## config.mk

```make
export PLATFORM = sky130hd
export DESIGN_NAME = a2bus_snoop_fifo
export DESIGN_NICKNAME = d
export VERILOG_FILES = /design/src/rtl/a2bus_snoop_fifo.sv
export SDC_FILE = /design/constraint.sdc
export NUM_CORES = 1
export LEC_CHECK = 0
export ABC_AREA = 1
export ABC_CLOCK_PERIOD_IN_PS = 4100
export CAP_MARGIN = 10
export CORE_MARGIN = 2
export CORE_UTILIZATION = 55
export DETAILED_ROUTE_END_ITERATION = 16
export GPL_TIMING_DRIVEN = 1
export PLACE_DENSITY = 0.76
export SLEW_MARGIN = 20
export SYNTH_ARGS = -nofsm -noshare
export SYNTH_HDL_FRONTEND = slang
export SYNTH_SLANG_ARGS = --single-unit
```

## constraint.sdc

```tcl
create_clock -name clk_logic_i -period 4.1 [get_ports clk_logic_i]
set_clock_uncertainty 0.2 [all_clocks]
set_input_delay 0.82 -clock clk_logic_i [delete_from_list [all_inputs] [get_ports clk_logic_i]]
set_output_delay 0.82 -clock clk_logic_i [all_outputs]
set_load 0.005 [all_outputs]
```

## src/rtl/a2bus_snoop_fifo.sv

```systemverilog
// Apple II bus snoop FIFO: filters completed bus data phases against an address
// window and queues matches for a valid/ready consumer, with sticky overflow.
module a2bus_snoop_fifo #(
  parameter int unsigned DEPTH         = 16,
  parameter logic [15:0] ADDR_BASE     = 16'hC080,
  parameter logic [15:0] ADDR_MASK     = 16'hFFF0,
  parameter bit          CAPTURE_READS = 1'b0
) (
  input  logic                     clk_logic_i,
  input  logic                     system_reset_n_i,
  input  logic                     enable_i,
  input  logic                     flush_i,
  input  logic                     clear_overflow_i,
  input  logic [15:0]              addr_i,
  input  logic [7:0]               data_i,
  input  logic                     rw_n_i,
  input  logic                     m2sel_n_i,
  input  logic                     data_in_strobe_i,
  output logic                     event_valid_o,
  input  logic                     event_ready_i,
  output logic [15:0]              event_addr_o,
  output logic [7:0]               event_data_o,
  output logic                     event_rw_n_o,
  output logic [$clog2(DEPTH):0]   level_o,
  output logic                     overflow_o,
  output logic [15:0]              dropped_count_o
);

  localparam int unsigned PW = $clog2(DEPTH);
  localparam int unsigned LW = PW + 1;
  localparam int unsigned AD = DEPTH - 1;

  typedef logic [24:0] entry_t;

  logic [1:0]    r_rst_sync;
  logic          w_rst_n;

  entry_t        r_mem [AD];
  entry_t        r_out;
  logic          r_out_valid;
  logic [PW-1:0] r_wr;
  logic [PW-1:0] r_rd;
  logic [LW-1:0] r_level;
  logic          r_overflow;
  logic [15:0]   r_dropped;

  entry_t        w_entry;
  logic          w_match;
  logic          w_push_req;
  logic          w_pop;
  logic          w_full;
  logic          w_push;
  logic          w_drop;
  logic          w_arr_empty;
  logic          w_mem_we;
  entry_t        w_out_nxt;
  logic          w_out_valid_nxt;
  logic [PW-1:0] w_wr_nxt;
  logic [PW-1:0] w_rd_nxt;
  logic [LW-1:0] w_level_nxt;

  function automatic logic [PW-1:0] f_inc(input logic [PW-1:0] p);
    return (p == PW'(AD - 1)) ? '0 : p + PW'(1);
  endfunction

  // Reset asserts asynchronously but releases on a clock edge.
  always_ff @(posedge clk_logic_i or negedge system_reset_n_i) begin
    if (!system_reset_n_i) r_rst_sync <= '0;
    else                   r_rst_sync <= {r_rst_sync[0], 1'b1};
  end
  assign w_rst_n = r_rst_sync[1];

  assign w_entry     = {addr_i, data_i, rw_n_i};
  assign w_match     = ((addr_i & ADDR_MASK) == (ADDR_BASE & ADDR_MASK));
  assign w_push_req  = data_in_strobe_i && enable_i && !m2sel_n_i && w_match &&
                       (CAPTURE_READS || !rw_n_i);
  assign w_pop       = r_out_valid && event_ready_i;
  assign w_full      = (r_level == LW'(DEPTH));
  assign w_push      = w_push_req && !flush_i && (!w_full || w_pop);
  assign w_drop      = w_push_req && !flush_i && w_full && !w_pop;
  // Array occupancy is level minus the output register.
  assign w_arr_empty = (r_level <= LW'(1));

  always_comb begin
    w_out_nxt       = r_out;
    w_out_valid_nxt = r_out_valid;
    w_wr_nxt        = r_wr;
    w_rd_nxt        = r_rd;
    w_level_nxt     = r_level;
    w_mem_we        = 1'b0;
    if (flush_i) begin
      w_out_valid_nxt = 1'b0;
      w_wr_nxt        = '0;
      w_rd_nxt        = '0;
      w_level_nxt     = '0;
    end else begin
      if (w_pop) begin
        if (!w_arr_empty) begin
          w_out_nxt = r_mem[r_rd];
          w_rd_nxt  = f_inc(r_rd);
        end else if (w_push) begin
          w_out_nxt = w_entry;
        end else begin
          w_out_valid_nxt = 1'b0;
        end
      end
      if (w_push) begin
        if (!r_out_valid) begin
          w_out_nxt       = w_entry;
          w_out_valid_nxt = 1'b1;
        end else if (!(w_pop && w_arr_empty)) begin
          w_mem_we = 1'b1;
          w_wr_nxt = f_inc(r_wr);
        end
      end
      if (w_push && !w_pop)      w_level_nxt = r_level + LW'(1);
      else if (!w_push && w_pop) w_level_nxt = r_level - LW'(1);
    end
  end

  always_ff @(posedge clk_logic_i) begin
    if (w_mem_we) r_mem[r_wr] <= w_entry;
  end

  always_ff @(posedge clk_logic_i or negedge w_rst_n) begin
    if (!w_rst_n) begin
      r_out       <= '0;
      r_out_valid <= 1'b0;
      r_wr        <= '0;
      r_rd        <= '0;
      r_level     <= '0;
    end else begin
      r_out       <= w_out_nxt;
      r_out_valid <= w_out_valid_nxt;
      r_wr        <= w_wr_nxt;
      r_rd        <= w_rd_nxt;
      r_level     <= w_level_nxt;
    end
  end

  // A drop coinciding with a clear leaves exactly one drop recorded.
  always_ff @(posedge clk_logic_i or negedge w_rst_n) begin
    if (!w_rst_n) begin
      r_overflow <= 1'b0;
      r_dropped  <= '0;
    end else if (clear_overflow_i) begin
      r_overflow <= w_drop;
      r_dropped  <= {15'd0, w_drop};
    end else if (w_drop) begin
      r_overflow <= 1'b1;
      if (r_dropped != 16'hFFFF) r_dropped <= r_dropped + 16'd1;
    end
  end

  assign event_valid_o   = r_out_valid;
  assign event_addr_o    = r_out[24:9];
  assign event_data_o    = r_out[8:1];
  assign event_rw_n_o    = r_out[0];
  assign level_o         = r_level;
  assign overflow_o      = r_overflow;
  assign dropped_count_o = r_dropped;

endmodule
```

# After elaboration in Yosys (flattened, before gate mapping)
# Memory sizes are Yosys's and may differ from the RTL's.
# Index checks and enable logic that the tools add are counted.
# Widths: inputs -> output; s select.
classes:
  n_addsub: 5
  magnitude_cmp: 1
  n_eq_ne: 7
  muxes: 34
  n_reduce_logical: 28
op_table:
  columns: ["operator", "n"]
  rows:
  - ["$mux 25", 5]
  - ["$mux 16", 3]
  - ["$mux 4", 9]
  - ["$add 16x1->16 const B", 1]
  - ["$ne 16x16->1 const B", 1]
  - ["$mux 5", 3]
  - ["$mux 1", 14]
  - ["$eq 12x12->1 const B", 1]
  - ["$logic_and 1x1->1", 12]
  - ["$reduce_bool 2->1", 5]
  - ["$add 4x1->4 const B", 2]
  - ["$eq 4x4->1 const B", 2]
  - ["$logic_not 1->1", 6]
  - ["$add 5x1->5 const B", 1]
  - ["$eq 5x5->1 const B", 1]
  - ["$le 5x1->1 const B", 1]
  - ["$sub 5x1->5 const B", 1]
  - ["$ne 2x2->1 const B", 2]
  - ["$reduce_and 2->1", 2]
  - ["$reduce_and 3->1", 1]
  - ["$reduce_bool 3->1", 1]
  - ["$logic_or 1x1->1", 1]
totals:
  ff_bits: 58
  ram_bits: 375
  in_bits: 33
  output_inout_bits: 48
  elab_cells: 84
  n_memories: 1
mem_list:
  columns: ["memory", "depth", "word_bits", "read_ports", "rd_ports_with_merged_regs", "write_ports", "line", "rtl"]
  rows:
  - ["r_mem", 15, 25, 1, 0, 1, "38", "entry_t r_mem [AD];"]

# Depth between registers and ports, before layout
# Gate-level depths: netlist of the first run.
logic_depth:
  word_depth: 12
  mapped_depth: 13
  mapped_depth_nobuf: 12

# Worst setup path before layout of the first run
# OpenSTA, ideal clock, no wires.
synth_timing:
  path_kind: "input -> register"
  startpoint: "input port event_ready_i"
  endpoint: "memory r_mem[13][0] (netlist name), enable pin"
  setup_ps: 407
  arrival_ps: 2866
  required_ps: 3493
  setup_slack_ps: 627
  path_stages: 8
  path_buffers: 1
  cell_sequence: "nand2_1 > buf_2 > inv_1 > nand2_1 > nand2_1 > nor2_4 > nand3_1 > nor2_1"
synth_via:
  elab_chain_cells: 8
  elab_cells_between_ends: 10
  cone_classes: "mux (6); reduce/logical (4)"
synth_lines:
  columns: ["item", "line", "rtl"]
  rows:
  - ["start: declaration", "20", "input logic event_ready_i,"]
  - ["$logic_and 1x1->1 *", "77", "assign w_pop = r_out_valid && event_ready_i;"]
  - ["$logic_and 1x1->1", "111", "end else if (!(w_pop && w_arr_empty)) begin"]
  - ["$mux 1", "111", null]
  - ["$mux 1", "108", "if (!r_out_valid) begin"]
  - ["$mux 1 *", "107", "if (w_push) begin"]
  - ["$mux 1 *", "91", "if (flush_i) begin"]
  - ["$mux 1 *", "122", "if (w_mem_we) r_mem[r_wr] <= w_entry;"]
  - ["$mux 1 (not written as such) *", "122", null]
  - ["end: declaration", "38", null]
# Mark *: on every way between the ends. The rest lies on a longest branch, timed or not.

# Final worst setup path of the first run
layout_timing:
  startpoint: "input port addr_i[12]"
  endpoint: "memory r_mem[0][15] (netlist name), enable pin"
layout_via:
  elab_chain_cells: 9
layout_lines:
  columns: ["item", "line", "rtl"]
  rows:
  - ["start: declaration", "14", "input logic [15:0] addr_i,"]
  - ["$eq 12x12->1", "74", "assign w_match = ((addr_i & ADDR_MASK) == (ADDR_BASE & ADDR_MASK));"]
  - ["$logic_and 1x1->1 (2 in a row)", "75", "assign w_push_req = data_in_strobe_i && enable_i && !m2sel_n_i && w_match &&"]
  - ["$logic_and 1x1->1 (2 in a row)", "79", "assign w_push = w_push_req && !flush_i && (!w_full || w_pop);"]
  - ["$mux 1", "107", null]
  - ["$mux 1", "91", null]
  - ["$mux 1", "122", null]
  - ["$mux 1 (not written as such)", "122", null]
# No other way between the ends.

==> results.txt, run 1 <==
- Pre-Repair DR Iteration Count: 7
- Total global-route track usage: 0.267
- In this run, distinct cell masters in the synthesized netlist total 39.
- Xor/xnor cell area share of the yosys netlist: 0.00842
- Dividing total power by cell area gives a power density of about 430 mW/mm^2.
- RSZ-0062 raised after global routing: false
* Transition time of the tightest slew-check pin: between 1 and 1.5 ns
* Switching component of the power: between 2000 and 2500 uW
* Clock tree root buffer cell: sky130_fd_sc_hd__clkbuf_16
- Hold Buf Count CTS: 0
- For the worst setup path, the data required time is approximately 4.1 ns.
- # Max-Cap Violations: 0
- The number of setup buffers added after CTS is 0.
* Maximum root-to-sink buffer count: 3
- The number of clock buffers added by TritonCTS is 43.
- Die area: roughly 0.036 mm^2
- The number of hold violations in the final report is 15.
- For this run, the register share of the synthesized area comes to 0.679.
* Sum of net half-perimeters after detailed placement: approximately 28,000 um
- In this run the remaining antenna-violating nets after routing total 0.
- Achievable Freq: between 0.3 and 0.4 GHz
- At the end of routability-driven placement, the weighted congestion stood at around 0.87.
- Routed len/inst: just over 20 um
- 81 I/O pins were placed.
- Clock latency reported for the late side of the worst-skew pair: around 0.54 ns
- In the synthesized netlist, the number of instances is 1,759.
- Clock transition at the registers of the reported paths: 0.06 ns
- The worst setup path is captured at a flip-flop.
* Initial antenna violation count: 0
- Data on the critical path arrives at its endpoint at about 3.2 ns.
- Of all nets on the critical path, the largest fanout is 25.
* Final setup violation count: 0
- TNS Setup: 0 ns
- The count of final max-slew check failures was 0.
- The first routing iteration left around 1,400 violations.
- The floorplan step set the die width to 188 um.
* Count of yosys warnings during synthesis: 0
* Core Area: around 0.034 mm^2
- Hold_ws: -0.00525 ns
* Proportion of layout cells with a drive suffix above 1: 0.0838
* Failing checks: hold timing
* Vias per Instance: 5.84
- Lkg Pwr: ~0.0082 uW
* Cell area after synthesis: 0.0187 mm^2
* Initial core utilization: 0.558
- The synthesized design contains 433 register bits.
* Row count: 67
- Part of the power in the clock network: 0.415
- IR analysis of the VDD net gives a maximum drop of approximately 0.39 mV.
- For this block, the routed nets add up to 46,900 um of wire.
- The critical path in this run is classified as input pin to flip-flop.
- Number of diodes: 0
- Count of unresolved DRC violations after routing: 0
* Pin count of the biggest net entering global routing: between 150 and 200
* Simple-gate portion of the synthesized area: 0.217
- Counting every net in the synthesized netlist gives 1,799.
- The share of total power dissipated in sequential elements is 0.522.
* Power consumption: about 9200 uW
* TritonCTS clock tree: yes
* Number of buffers inserted by port buffering: 80
- PostCTS Resize Cnt: 0
- Count of clock tree sinks: between 400 and 500
- The flow ran to the end, but the final reports show violations.
- Of the total power, combinational logic draws 0.062.
- Growth of design area from synthesis to finish: 15.8%
- Dividing the final minimum period by the clock period gives 0.778.
- Global-route wire length before repair: between 70,000 and 80,000 um
* H-tree depth: 2
* Kind of launch point of the worst setup path: input pin
- Final period demand of the worst path: ~3.2 ns
- The portion of synthesized area spent on multiplexers is 0.
- Once layout is complete, the utilization of the core stands at 0.646.
- The die is between 150 and 200 um tall.
* Combinational family with the most area after synthesis: simple AND/OR/NAND/NOR gates
- The total overflow left after global routing is 0.
- Compound-cell area share of the yosys netlist: 0.0521
* Worst-case headroom to the max-slew limit: 0.269
- Internal power: 7200 uW
- Of the total power, the share spent switching nets is 0.219.
* Final net count: approximately 1,900
- Of the total synthesized cell area, the portion taken by full adders, half adders and majority gates is 0.00468.
- The routed layout has approximately 14,000 vias.
- Each instance of the synthesized netlist takes up on average 10.6 um^2.
* HP Class: flip-flop to asynchronous set/reset pin
* Via count of the first global-routing pass: about 13,000
layout by cell type (no fill, tap or decap), types with 7 or more instances in the layout:
| cell | count |
|---|---|
| sky130_fd_sc_hd__a21oi_1 | 30 |
| sky130_fd_sc_hd__buf_12 | 12 |
| sky130_fd_sc_hd__buf_4 | 42 |
| sky130_fd_sc_hd__clkbuf_16 | 43 |
| sky130_fd_sc_hd__clkdlybuf4s50_1 | 80 |
| sky130_fd_sc_hd__clkinv_1 | 14 |
| sky130_fd_sc_hd__clkinv_2 | 9 |
| sky130_fd_sc_hd__dfrtp_1 | 55 |
| sky130_fd_sc_hd__edfxtp_1 | 375 |
| sky130_fd_sc_hd__ha_1 | 7 |
| sky130_fd_sc_hd__inv_1 | 61 |
| sky130_fd_sc_hd__inv_2 | 8 |
| sky130_fd_sc_hd__nand2_1 | 473 |
| sky130_fd_sc_hd__nand3_1 | 267 |
| sky130_fd_sc_hd__nand3b_1 | 11 |
| sky130_fd_sc_hd__nand4_1 | 9 |
| sky130_fd_sc_hd__nor2_1 | 153 |
| sky130_fd_sc_hd__nor2_4 | 21 |
| sky130_fd_sc_hd__o211ai_1 | 7 |
| sky130_fd_sc_hd__o21ai_0 | 117 |
| sky130_fd_sc_hd__o21ai_1 | 13 |
| sky130_fd_sc_hd__o31ai_1 | 9 |
| sky130_fd_sc_hd__xor2_1 | 14 |
metrics by stage:
stage	cell area, um^2	setup slack, ns	cells
4_1_cts	21700	0.885	2321
3_5_place_dp	20300	0.323	2243
2_1_floorplan	18700	0.627	1759
6_report	21700	0.912	2321
3_3_place_gp	20300	0.423	2243
5_1_grt	21700	0.763	2321
critical path, stage by stage:
cell and delay, ns:
sky130_fd_sc_hd__clkdlybuf4s50_1 0.43, sky130_fd_sc_hd__inv_1 0.08, sky130_fd_sc_hd__nand2_1 0.05, sky130_fd_sc_hd__nor2_1 0.28, sky130_fd_sc_hd__nand3_1 0.22, sky130_fd_sc_hd__nor2_4 0.15, sky130_fd_sc_hd__nand2_1 0.13, sky130_fd_sc_hd__nor2_4 0.22
sky130_fd_sc_hd__nand3_1 0.37, sky130_fd_sc_hd__nor2_4 0.22, sky130_fd_sc_hd__buf_12 0.22
metal layers:
layer / global-route usage / vias to the layer above / wire length [um]
li1: - / 6242 / -
met1: 0.346 / 6560 / 18100
met2: 0.457 / 641 / 23400
met3: 0.0307 / 109 / 3350
met4: 0.118 / 0 / 2030
met5: 0 / - / 0
flip-flops by register name (all words and copies together), names as in the netlist:
| register | flops |
|---|---|
| level_o | 5 |
| r_wr | 4 |
| r_rst_sync | 2 |
| r_rd | 4 |
| event_valid_o | 1 |
| r_out | 25 |
| r_mem | 375 |
| overflow_o | 1 |
| dropped_count_o | 16 |
power by group through the flow:
| stage | clock network, uW | registers, uW | logic [uW] |
|---|---|---|---|
| 2_1_floorplan | 0 | 4910 | 321 |
| 3_3_place_gp | 0 | 4910 | 554 |
| 3_5_place_dp | 0 | 4910 | 568 |
| 4_1_cts | 3860 | 4820 | 575 |
| 5_1_grt | 4040 | 4810 | 634 |
| 6_report | 3830 | 4820 | 576 |
final cells by class:
class                   count  area (um^2)
clock buffers              48         1090
multi-input cells        1156         5400
flip-flops and latches    433        12700
clock inverters            30          270
well taps                 448          561
inverters                  72          274
fillers                  2501        11900
repair buffers            134         1360
cells in the mapped netlist:
library cell | count | share of area
sky130_fd_sc_hd__clkbuf_1 | 29 | 0.0058
sky130_fd_sc_hd__a22oi_1 | 1 | 0.00040
sky130_fd_sc_hd__buf_2 | 54 | 0.014
sky130_fd_sc_hd__nand3b_1 | 11 | 0.0044
sky130_fd_sc_hd__a21boi_1 | 1 | 0.00040
sky130_fd_sc_hd__buf_6 | 1 | 0.00060
sky130_fd_sc_hd__nor2_2 | 1 | 0.00033
sky130_fd_sc_hd__buf_1 | 12 | 0.0024
sky130_fd_sc_hd__o31ai_1 | 9 | 0.0036
sky130_fd_sc_hd__ha_1 | 7 | 0.0047
sky130_fd_sc_hd__a21oi_1 | 30 | 0.0080
sky130_fd_sc_hd__nor2_4 | 6 | 0.0036
sky130_fd_sc_hd__clkinv_1 | 1 | 0.00020
sky130_fd_sc_hd__nand2_4 | 1 | 0.00060
sky130_fd_sc_hd__o21ai_1 | 13 | 0.0035
sky130_fd_sc_hd__nand3_1 | 267 | 0.071
sky130_fd_sc_hd__nor3_4 | 1 | 0.00087
sky130_fd_sc_hd__clkinv_2 | 1 | 0.00027
sky130_fd_sc_hd__nor3_1 | 3 | 0.00080
sky130_fd_sc_hd__xor2_1 | 14 | 0.0065
sky130_fd_sc_hd__edfxtp_1 | 375 | 0.60
sky130_fd_sc_hd__or2_2 | 1 | 0.00033
sky130_fd_sc_hd__a22o_1 | 1 | 0.00047
sky130_fd_sc_hd__o211ai_1 | 7 | 0.0028
sky130_fd_sc_hd__nand3b_2 | 1 | 0.00060
sky130_fd_sc_hd__o21ai_0 | 117 | 0.031
sky130_fd_sc_hd__buf_4 | 2 | 0.00080
sky130_fd_sc_hd__nor2_1 | 168 | 0.034
sky130_fd_sc_hd__o22ai_1 | 5 | 0.0017
sky130_fd_sc_hd__nand2_2 | 1 | 0.00033
sky130_fd_sc_hd__nand3_2 | 2 | 0.0011
sky130_fd_sc_hd__inv_2 | 8 | 0.0016
sky130_fd_sc_hd__inv_1 | 62 | 0.012
sky130_fd_sc_hd__dfrtp_1 | 58 | 0.078
sky130_fd_sc_hd__conb_1 | 1 | 0.00020
sky130_fd_sc_hd__xnor2_1 | 4 | 0.0019
sky130_fd_sc_hd__nand2_1 | 473 | 0.095
sky130_fd_sc_hd__nand4_4 | 1 | 0.0011
sky130_fd_sc_hd__nand4_1 | 9 | 0.0030
final timing paths:
check,start,slack [ns],cells past startpoint,end
setup / recovery,addr_i[12],0.91,11,r_mem[0][15]
hold / removal,r_rst_sync[1],-0.005,0,dropped_count_o[13]
setup reg to reg,level_o[1],1.24,10,r_mem[0][15]
hold reg to reg,r_rst_sync[1],-0.005,0,dropped_count_o[13]
max in group asynchronous,r_rst_sync[1],2.77,1,r_rd[1]
min in group clk_logic_i,r_rst_sync[0],0.16,0,r_rst_sync[1]
cells by family after synthesis:
kind of cell / after synthesis
other cells: 1
simple gates: 946
compound gates: 184
fa+ha+maj: 7
flops: 433
xor+xnor: 18
buf+inv: 170
Note: power is estimated with default switching activity, not from simulation.
==> run 2: changes to the inputs <==
--- a/config.mk
+++ b/config.mk
@@ -6,7 +6,7 @@
 export NUM_CORES = 1
 export LEC_CHECK = 0
 export ABC_AREA = 1
-export ABC_CLOCK_PERIOD_IN_PS = 4100
+export ABC_CLOCK_PERIOD_IN_PS = 3250
 export CAP_MARGIN = 10
 export CORE_MARGIN = 2
 export CORE_UTILIZATION = 55
==> constraint.sdc (replaced) <==
create_clock -name clk_logic_i -period 3.25 [get_ports clk_logic_i]
set_clock_uncertainty 0.2 [all_clocks]
set_input_delay 0.65 -clock clk_logic_i [delete_from_list [all_inputs] [get_ports clk_logic_i]]
set_output_delay 0.65 -clock clk_logic_i [all_outputs]
set_load 0.005 [all_outputs]
==> run 2 against run 1 <==
The run now ends clean. Flip-flop and latch count is the same. Die area is the same. Via count grew 1.7%. Utilization grew 1.1 points. Total power grew 25%. Non-clock buffer count grew 26. Sequential share of layout area shrank 0.94 points. Critical path depth shrank 1. Clock power grew 23%. Cell area grew 1.6%. Hold slack gained 0.074 ns. Global-route usage grew 1.8 points. Critical endpoint is now r_mem[3][17]. Largest power group unchanged.
==> results.txt, run 2 (same netlist as run 1, synthesis figures left out) <==
- Total via count after detailed routing: 13,788 (+1.7%)
- PwrDens: 525 mW/mm^2 (+23%)
- The library cells used most frequently in the layout, excluding fill and tap cells, are sky130_fd_sc_hd__nand2_1, sky130_fd_sc_hd__edfxtp_1, sky130_fd_sc_hd__nand3_1, sky130_fd_sc_hd__nor2_1, sky130_fd_sc_hd__o21ai_0.
- RSZ-0062 raised after global routing: false
- The critical path data required time was 3.30 ns (-0.83 ns).
- The post-layout net count came to 1,907 (+1.4%).
* Routed len/inst: 21.1 um (+4.6%)
- TritonCTS built the clock tree.
- The number of hold violations in the final report came to 0 (-15).
- The worst ir drop on vdd was 0.482 mV (+24%).
- The count of final max-slew check failures was 0 (unchanged).
* Clock buffers created by TritonCTS: 44 (+2.3%)
- Reg2reg setup slack: 0.54 ns (-0.70 ns)
- Placed inst area: 0.0207 mm^2 (+1.9%)
- The via count of the first global-routing pass is 13,832 (+4.6%).
- The detailed-placement wirelength estimate came to 30,900 um (+9.6%).
* Global-route congestion overflow total: 0 (unchanged)
- Reg area: 0.0127 mm^2 (unchanged)
- The global-route usage over all layers is 0.285 (+0.0179).
- Total routed wirelength: 49,600 um (+5.9%)
- Core Area: 0.0335 mm^2 (unchanged)
* Minimum setup slack after placement: 0.0441 ns (-0.279 ns)
- HP Class: input pin to asynchronous set/reset pin
- The largest fanout on the critical path is 16 (-36%).
- The overall die area is 0.0355 mm^2 (unchanged).
- Post CTS Setup Buffer Count: 0 (unchanged)
- The number of max-capacitance violations reported is 0 (unchanged).
- Ratio of final minimum period to clock period: 0.833
- Transition time of the tightest slew-check pin: 0.973 ns (-0.123 ns)
- The leakage power was 0.00833 uW (+2.0%).
- Number of diodes: 0 (unchanged)
- Initial core utilization: 0.558 (unchanged)
- The vertical die dimension is 188 um (unchanged).
- Worst setup EP type: flip-flop
- The root buffer cell chosen for the clock tree is sky130_fd_sc_hd__clkbuf_16.
- Count of unresolved DRC violations after routing: 0 (unchanged)
- The last weighted congestion value of the routability-driven placer came to 0.877 (+0.46%).
- The maximum level of the CTS H-tree is 2 (unchanged).
* Clock transition at the registers of the reported paths: 0.06 ns (about the same)
- The count of antenna-violating nets left after detailed routing is 0 (unchanged).
- The CTS sink count came to 433 (unchanged).
- Depth of the worst register-to-register path: 10 (unchanged)
- The flow ran to the end, and the final reports show no timing, DRC or antenna violations.
- The area growth from synthesis to layout is 17.7%.
- The count of input and output buffers came to 80 (unchanged).
* Most flops, register: r_mem
- Final-layout fill cell count: 2,468 (-1.3%)
- The setup-violating endpoint count in the final report is 0 (unchanged).
- The final instance area was 0.0220 mm^2 (+1.6%).
- Most common library cell in the layout ignoring fill and taps: sky130_fd_sc_hd__nand2_1
- The placement row count was 67 (unchanged).
- Static timing analysis puts the maximum clock frequency at around 0.37 GHz.
- Reg2reg start: level_o[1]
- Initial antenna violation count: 0 (unchanged)
* Vias per Instance: 5.87 (+0.49%)
* Clock latency reported for the late side of the worst-skew pair: 0.55 ns (about the same)
- The final critical-path setup slack came to 0.542 ns (-0.370 ns).
- The worst setup path is launched from a flip-flop.
* Pre-Repair DR Iteration Count: 5 (-2)
- Die Width: 188 um (unchanged)
- The worst-case clock buffer depth was 3 (unchanged).
* PostCTS Resize Cnt: 0 (unchanged)
- The multi-input logic area is 0.00540 mm^2 (about the same).
* Flip-flop count of the largest register, all copies and words added: 375 (unchanged)
- Detailed router's first-iteration violation count: 1,647 (+22%)
- Category of the critical setup timing path: flip-flop to flip-flop
- The largest net degree at the start of global routing is 109 (-39%).
* Worst-case headroom to the max-slew limit: 0.349 (+0.0798)
- The number of placed I/O pins was 81 (unchanged).
- The worst path in the final design needs a cycle of roughly 2.7 ns, including I/O delays and setup.
- The endpoint identified for the worst register-to-register timing path is r_mem[3][17].
- The share of cells above drive strength 1 was 0.0931 (+0.00924).
* Worst path arrival time: 2.76 ns (-0.46 ns)
- The cts-stage hold buffer count was 0 (unchanged).
- The most critical setup path has its startpoint at level_o[1].
* Global-route wire length before repair: 77,700 um (+5.5%)
==> run 2: changes by cell type in the layout (fill, tap and decap cells not counted), sizes merged <==
cell      change
buf          +26
bufinv        -4
clkbuf       +16
clkinv        -5
clkinvlp      -3
inv           -1
==> run 2: power breakdown <==
part / leakage, uW / switching [uW] / internal, uW
Sequential: 0.00417 / 49.9 / 6050
Clock: 0.000651 / 2030 / 2700
Combinational: 0.00351 / 497 / 236
==> run 2: final cells by class <==
class | instances | area share
clock buffer | 64 | 0.0558
clock inverter | 17 | 0.00511
inverter | 72 | 0.0124
multi-input combinational | 1156 | 0.245
sequential | 433 | 0.577
tap | 448 | 0.0254
timing repair buffer | 160 | 0.0789
==> run 2: worst max-delay path by stage <==
stage | to | slack, ns | cells past startpoint
after floorplan | r_mem[13][0] | -0.05 | 8
after global placement | r_mem[3][21] | 0.03 | 12
after detailed placement | r_mem[3][21] | 0.04 | 12
after CTS | r_mem[3][14] | 0.58 | 10
after global routing | r_mem[3][17] | 0.40 | 10
final | r_mem[3][17] | 0.54 | 10
==> run 2: worst max-delay path, stage by stage, from the launching register on <==
cell                      delay (ns)
sky130_fd_sc_hd__dfrtp_1        0.44
sky130_fd_sc_hd__inv_1          0.14
sky130_fd_sc_hd__ha_1           0.20
sky130_fd_sc_hd__a21oi_1        0.25
sky130_fd_sc_hd__nor2_4         0.08
sky130_fd_sc_hd__nand2_1        0.10
sky130_fd_sc_hd__nand2_1        0.13
sky130_fd_sc_hd__nor2_4         0.18
sky130_fd_sc_hd__nand3_1        0.26
sky130_fd_sc_hd__nor2_4         0.24
sky130_fd_sc_hd__buf_12         0.18
==> run 2: metal layers <==
metal / track usage / vias up / part of all wire
li1: - / 6282 / -
met3: 0.0408 / 128 / 0.080
met2: 0.469 / 665 / 0.49
met4: 0.142 / 0 / 0.048
met1: 0.374 / 6713 / 0.38
met5: 0 / - / 0
==> run 2: metrics by stage <==
| step | total power, uW | instances | setup TNS (ns) | utilization | hold WS (ns) |
|---|---|---|---|---|---|
| floorplan | 6600 | 1759 | -8.97 | - | 0.131 |
| global placement | 6920 | 2269 | 0 | 0.617 | 0.136 |
| global route | 11900 | 2350 | 0 | 0.657 | 0.0640 |
| finish | 11600 | 2350 | 0 | 0.657 | 0.0684 |
| CTS | 11600 | 2350 | 0 | 0.657 | 0.0611 |
| detailed placement | 6940 | 2269 | 0 | 0.617 | 0.139 |
